File: src/rtl/imem_loader_pkg.sv
// Shared types and constants for the instruction-memory loader.
package imem_loader_pkg;

  localparam int unsigned DEPTH  = 128;
  localparam int unsigned ADDR_W = 7;
  localparam int unsigned BYTE_W = 8;

  typedef enum logic [2:0] {
    StIdle,
    StCount,
    StData,
    StChk,
    StDone,
    StErr
  } state_e;

endpackage

File: src/rtl/imem_loader_word_packer.sv
// Little-endian byte-to-word packer: byte k of a word lands in bits [8k+7:8k].
module word_packer
  import imem_loader_pkg::*;
#(
  parameter int unsigned N = 32
) (
  input  logic              clk,
  input  logic              reset,
  input  logic              clear,
  input  logic              byte_valid,
  input  logic [BYTE_W-1:0] byte_data,
  output logic              last_byte,
  output logic              word_valid,
  output logic [N-1:0]      word
);

  localparam int unsigned Bytes = N / BYTE_W;
  localparam int unsigned CntW  = (Bytes > 1) ? $clog2(Bytes) : 1;

  logic [CntW-1:0]     cnt_q;
  // Earlier bytes of the current word, oldest at the bottom.
  logic [N-BYTE_W-1:0] shift_q;
  logic [N-1:0]        next_word;

  assign next_word = {byte_data, shift_q};
  assign last_byte = (cnt_q == CntW'(Bytes - 1));

  always_ff @(posedge clk) begin
    if (reset) begin
      cnt_q      <= '0;
      shift_q    <= '0;
      word_valid <= 1'b0;
      word       <= '0;
    end else if (clear) begin
      cnt_q      <= '0;
      shift_q    <= '0;
      word_valid <= 1'b0;
    end else begin
      word_valid <= 1'b0;
      if (byte_valid) begin
        shift_q <= next_word[N-1:BYTE_W];
        if (last_byte) begin
          word       <= next_word;
          word_valid <= 1'b1;
          cnt_q      <= '0;
        end else begin
          cnt_q <= cnt_q + CntW'(1);
        end
      end
    end
  end

endmodule

File: src/rtl/imem_loader.sv
// Loads a count-prefixed byte stream into instruction RAM while holding the CPU in reset.
// Define IMEM_LOADER_CHECKSUM_EN to require a trailing XOR checksum byte.
module imem_loader
  import imem_loader_pkg::*;
#(
  parameter int unsigned N     = 32,
  parameter int unsigned DEPTH = 128
) (
  input  logic              clk,
  input  logic              reset,
  input  logic              start,
  input  logic              in_valid,
  input  logic [BYTE_W-1:0] in_data,
  output logic              in_ready,
  output logic              mem_we,
  output logic [ADDR_W-1:0] mem_addr,
  output logic [N-1:0]      mem_wdata,
  output logic              cpu_reset,
  output logic              busy,
  output logic              done,
  output logic              error
);

  state_e            state_q;
  logic [ADDR_W-1:0] addr_q, last_q;
  logic              in_ready_q, cpu_reset_q, busy_q, done_q, error_q;
  logic              accept, start_ok, data_byte, last_byte, final_byte, count_bad;

  assign accept     = in_valid && in_ready_q;
  assign start_ok   = start && (state_q inside {StIdle, StDone, StErr});
  assign data_byte  = accept && (state_q == StData);
  assign final_byte = data_byte && last_byte && (addr_q == last_q);
  assign count_bad  = (in_data == '0) || (32'(in_data) > DEPTH);

  word_packer #(
    .N(N)
  ) u_packer (
    .clk       (clk),
    .reset     (reset),
    .clear     (start_ok),
    .byte_valid(data_byte),
    .byte_data (in_data),
    .last_byte (last_byte),
    .word_valid(mem_we),
    .word      (mem_wdata)
  );

`ifdef IMEM_LOADER_CHECKSUM_EN
  logic [BYTE_W-1:0] xor_q;

  always_ff @(posedge clk) begin
    if (reset || start_ok) begin
      xor_q <= '0;
    end else if (data_byte) begin
      xor_q <= xor_q ^ in_data;
    end
  end
`endif

  always_ff @(posedge clk) begin
    if (reset) begin
      state_q     <= StIdle;
      addr_q      <= '0;
      last_q      <= '0;
      in_ready_q  <= 1'b0;
      cpu_reset_q <= 1'b1;
      busy_q      <= 1'b0;
      done_q      <= 1'b0;
      error_q     <= 1'b0;
    end else begin
      // Address advances after each write but parks on the last word.
      if (mem_we && (addr_q != last_q)) begin
        addr_q <= addr_q + ADDR_W'(1);
      end
      unique case (state_q)
        StIdle, StDone, StErr: begin
          if (start_ok) begin
            state_q     <= StCount;
            addr_q      <= '0;
            in_ready_q  <= 1'b1;
            busy_q      <= 1'b1;
            cpu_reset_q <= 1'b1;
            done_q      <= 1'b0;
            error_q     <= 1'b0;
          end else if (state_q == StDone) begin
            done_q      <= 1'b1;
            cpu_reset_q <= 1'b0;
          end
        end
        StCount: begin
          if (accept) begin
            if (count_bad) begin
              state_q    <= StErr;
              in_ready_q <= 1'b0;
              busy_q     <= 1'b0;
              error_q    <= 1'b1;
            end else begin
              state_q <= StData;
              last_q  <= ADDR_W'(in_data - 8'd1);
            end
          end
        end
        StData: begin
          if (final_byte) begin
`ifdef IMEM_LOADER_CHECKSUM_EN
            state_q <= StChk;
`else
            state_q    <= StDone;
            in_ready_q <= 1'b0;
            busy_q     <= 1'b0;
`endif
          end
        end
`ifdef IMEM_LOADER_CHECKSUM_EN
        StChk: begin
          if (accept) begin
            in_ready_q <= 1'b0;
            busy_q     <= 1'b0;
            if (in_data == xor_q) begin
              state_q     <= StDone;
              done_q      <= 1'b1;
              cpu_reset_q <= 1'b0;
            end else begin
              state_q <= StErr;
              error_q <= 1'b1;
            end
          end
        end
`endif
        default: state_q <= StIdle;
      endcase
    end
  end

  assign in_ready  = in_ready_q;
  assign mem_addr  = addr_q;
  assign cpu_reset = cpu_reset_q;
  assign busy      = busy_q;
  assign done      = done_q;
  assign error     = error_q;

endmodule
File: config.mk
export PLATFORM = sky130hd
export DESIGN_NAME = imem_loader
export DESIGN_NICKNAME = d
export VERILOG_FILES = /design/src/rtl/imem_loader_pkg.sv /design/src/rtl/imem_loader_word_packer.sv /design/src/rtl/imem_loader.sv
export SDC_FILE = /design/constraint.sdc
export NUM_CORES = 1
export LEC_CHECK = 0
export BUFFER_PORTS_ARGS = -buffer_cell sky130_fd_sc_hd__buf_2
export CAP_MARGIN = 20
export CORE_ASPECT_RATIO = 0.7
export CORE_UTILIZATION = 25
export CTS_CLUSTER_DIAMETER = 40
export DETAILED_ROUTE_END_ITERATION = 10
export PLACE_DENSITY = 0.54
export SYNTH_ARGS = -nofsm -noshare
export SYNTH_HDL_FRONTEND = slang
export SYNTH_SLANG_ARGS = --single-unit
File: constraint.sdc
create_clock -name clk -period 2.35 [get_ports clk]
set_input_delay 0 -clock clk [delete_from_list [all_inputs] [get_ports clk]]
set_output_delay 0 -clock clk [all_outputs]
set_load 0.005 [all_outputs]
==> results.yml <==
clock_tree:
  cts_htree_levels: 3
  clk_pin_slew_worst_paths_ps: 60
  clk-insertion-delay-late_ps: 330
  numClockSinks: 80
  ctsLongestPathBuffers: 2
  cts.repair_timing.setup_buffer_count: 0
  cts_buffers: 9
  clock_tree.root_cell: "clkbuf_16"
  clock_tree_from_tritoncts: "done"
yosys:
  syn_area_mm2: 0.00339
  mappedNetlistNets: 435
  postSynthAreaPerCell_um2: 8.10
  postSynthCellCount: 419
  yosys_warnings: 0
  ys_seq_elements: 80
  netlist-cell-type-count: 47
  part_of_the_yosys_area_used_for_sequential_elements_pct: 47.2
power:
  power.net_switching_uw: 720
  power_frac_comb_pct: 6.6
  cellInternalPower_uw: 2500
  power.density_mw_per_mm2: 759
  p_leak_uw: 0.00156
  switching_share_pct: 22.4
  p_clk_share_pct: 49.9
  pwr-share-seq_pct: 43.4
  vdd.ir_drop.worst_mv: 0.350
setup_path:
  critical_path.cell_chain: "dlygate4sd3_1 > buf_2 > inv_1 > ha_1 > or3b_1 > or3_1 > and4_4 > o21a_1"
  startpoint_type: "input port"
  cp-end-kind: "flip-flop"
  timing.critical_path.fanout_max: 8
  required_ps: 2570
  path_class: "input port to flip-flop"
  worst-path-buf-inv: 3
  worst_path_largest_cell_delay_ps: 530
  cp_data_arrival_time_ps: 2230
  crit_slowest_cell: "dlygate4sd3_1"
  critical_path.top_delay_family: "simple AND/OR/NAND/NOR gates"
hold_path:
  min-delay-path-class: "input port to flip-flop"
global_route:
  first_pass_grt_wire_length_um: 14700
  grt_pass1_vias: 2879
  largest_net_degree_at_the_start_of_global_routing: 33
  global_router_s_overall_resource_usage_pct: 13.3
  overflow: 0
  grt_antenna_before_repair: 0
placed_design:
  buffer_ports.inserted: 56
  place_hpwl_um: 6370
  place.gp.congestion: 0.816
sta:
  skew_ps: 6.27
  grt_setup_unrepaired: "no"
  fin_worst_hold_slack_ps: 56.6
  maxSlewHeadroom_pct: 51.0
  totalNegativeSetupSlack_ps: 0
  hold_viol_final: 0
  setup-violations-final: 0
  min_cycle_time_layout_ps: 2000
  max_slew.worst_pin.slew_ps: 731
  min_period_over_period_pct: 85.3
  fmax_mhz: 499
  timing.final.max_slew_violations: 0
route:
  route.antenna.remaining_nets: 0
  num_vias: 3065
  routed_wire_per_std_cell_um: 13.5
  firstDrtPassIters: 4
  count_of_routing_violations_after_the_opening_detailed_route_iteration: 167
  post-route-drc-count: 0
  routed_wirelength_um: 8920
  routed_via_density: 4.64
floorplanning:
  floorplan.die_area_mm2: 0.0140
  fp.dieH_um: 99.5
  io_pins: 57
  area_of_the_placeable_core_mm2: 0.0132
  die_width_um: 141
  core.rowCount: 35
  initial_core_util_pct: 25.7
layout:
  number_of_inserted_diodes: 0
  layout-area-overhead-vs-synth_pct: 25.2
  final_layout_size_suffix_gt1_share_pct: 18.3
  layout.nets: 487
job:
  maxCapViolCount: 0
status:
  run_status: "complete, no violations"
-- cells in the final DEF, fill, tap and decap left out, drive strengths merged, types with 3 or more instances in the layout --
master,n
ha,4
nor3b,4
inv,6
nand2b,3
nor2,5
clkbuf,10
xor2,8
or3,3
a31oi,9
dlygate4sd3,8
a211oi,8
nand4,4
nand3,5
o21ai,8
bufinv,3
nor3,8
a21oi,69
nand2,129
buf,64
xnor2,4
a2111o,5
dfxtp,80
-- Yosys cell counts, drive strengths merged --
cell type	number	area, um^2
a2111o	5	56.3
a211oi	8	60.1
a21boi	2	15.0
a21oi	69	345
a221oi	1	8.76
a22o	1	8.76
a31o	1	8.76
a31oi	9	56.3
and2	1	6.26
and3	2	12.5
and3b	2	17.5
and4	2	20.0
and4b	1	10.0
buf	13	86.3
clkbuf	18	67.6
clkinv	1	3.75
dfxtp	80	1600
ha	4	50.1
inv	4	15.0
mux2i	2	20.0
nand2	129	484
nand2b	3	18.8
nand3	5	25.0
nand3b	1	7.51
nand4	4	25.0
nor2	5	18.8
nor2b	2	12.5
nor3	8	50.1
nor3b	4	30.0
nor4	1	12.5
o211ai	2	15.0
o21a	2	15.0
o21ai	8	43.8
o21ba	1	10.0
o21bai	1	7.51
o41ai	1	8.76
or3	3	23.8
or3b	1	8.76
xnor2	4	35.0
xor2	8	70.1
-- worst register-to-register path, stage by stage (launching register included) --
cell and delay (ps):
dfxtp_1 570, clkinv_1 330, a31o_2 490, a2111o_1 400
o21ai_0 80
-- worst paths after layout --
kind / cells past startpoint / slack, ps / to / start
max: 8 / 350 / state_q[1]$_SDFFE_PP0P_ / in_data[0]
min: 3 / 60 / cpu_reset$_SDFFE_PP1P_ / start
max reg2reg: 4 / 400 / mem_addr[3]$_SDFF_PP0_ / state_q[1]$_SDFFE_PP0P_
min reg2reg: 2 / 450 / u_packer.word[27]$_SDFFE_PP0P_ / u_packer.word[27]$_SDFFE_PP0P_
-- through the flow --
stage          worst slack [ps]  cells  util [%]  total power, uW  instance area [um^2]
3_3_place_gp                585    637      29.0             1630                  3820
4_1_cts                     364    661      32.2             3260                  4250
3_5_place_dp                441    637      29.0             1630                  3820
6_report                    345    661      32.2             3220                  4250
2_1_floorplan               724    419         -             1580                  3390
5_1_grt                     240    661      32.2             3340                  4250
-- cell type report --
cell class	instances	area, um^2
multi-input combinational	303	1620
clock inverter	6	115
sequential	80	1600
clock buffer	10	229
tap	185	231
timing repair buffer	72	433
inverter	5	18.8
fill	1406	8930
-- power groups by stage --
stage	clock, uW	combinational, uW	sequential (uW)
5_1_grt	1700	234	1400
3_3_place_gp	0	200	1430
3_5_place_dp	0	201	1430
2_1_floorplan	0	167	1410
6_report	1610	214	1400
4_1_cts	1640	213	1400
-- cells by family (layout without fill, tap and decap cells) --
kind of cell | after synthesis | in the layout | share of synthesized area (%)
AO/OA/AOI/OAI | 111 | 111 | 19.4
XOR/XNOR | 12 | 12 | 3.10
flip-flops | 80 | 80 | 47.2
buffers and inverters | 36 | 93 | 5.09
AND/OR/NAND/NOR | 174 | 174 | 23.1
adder cells (fa/ha/maj) | 4 | 4 | 1.48
multiplexers | 2 | 2 | 0.590
-- registers in the layout (all words and copies together), names as in the netlist --
signal / flops
cpu_reset: 1
u_packer.word_valid: 1
last_q: 7
mem_addr: 7
done: 1
u_packer.cnt_q: 2
error: 1
u_packer.word: 32
state_q: 3
busy: 1
u_packer.shift_q: 24
-- metal layers --
| metal | GRT usage (%) | vias up | part of all wire (%) |
|---|---|---|---|
| met1 | 19.3 | 1443 | 54 |
| met4 | 3.93 | 0 | 0.83 |
| li1 | - | 1542 | - |
| met2 | 19.5 | 71 | 41 |
| met5 | 0 | - | 0 |
| met3 | 2.99 | 9 | 4.3 |
-- what timing repair did --
action | 4_1_cts | 5_1_grt
hold buffers | 8 | 0
endpoints found under the setup margin | 0 | 0
endpoints found under the hold margin | 11 | 0
gates resized for setup | 0 | 0
No activity file was read; power rests on OpenSTA's default activity.
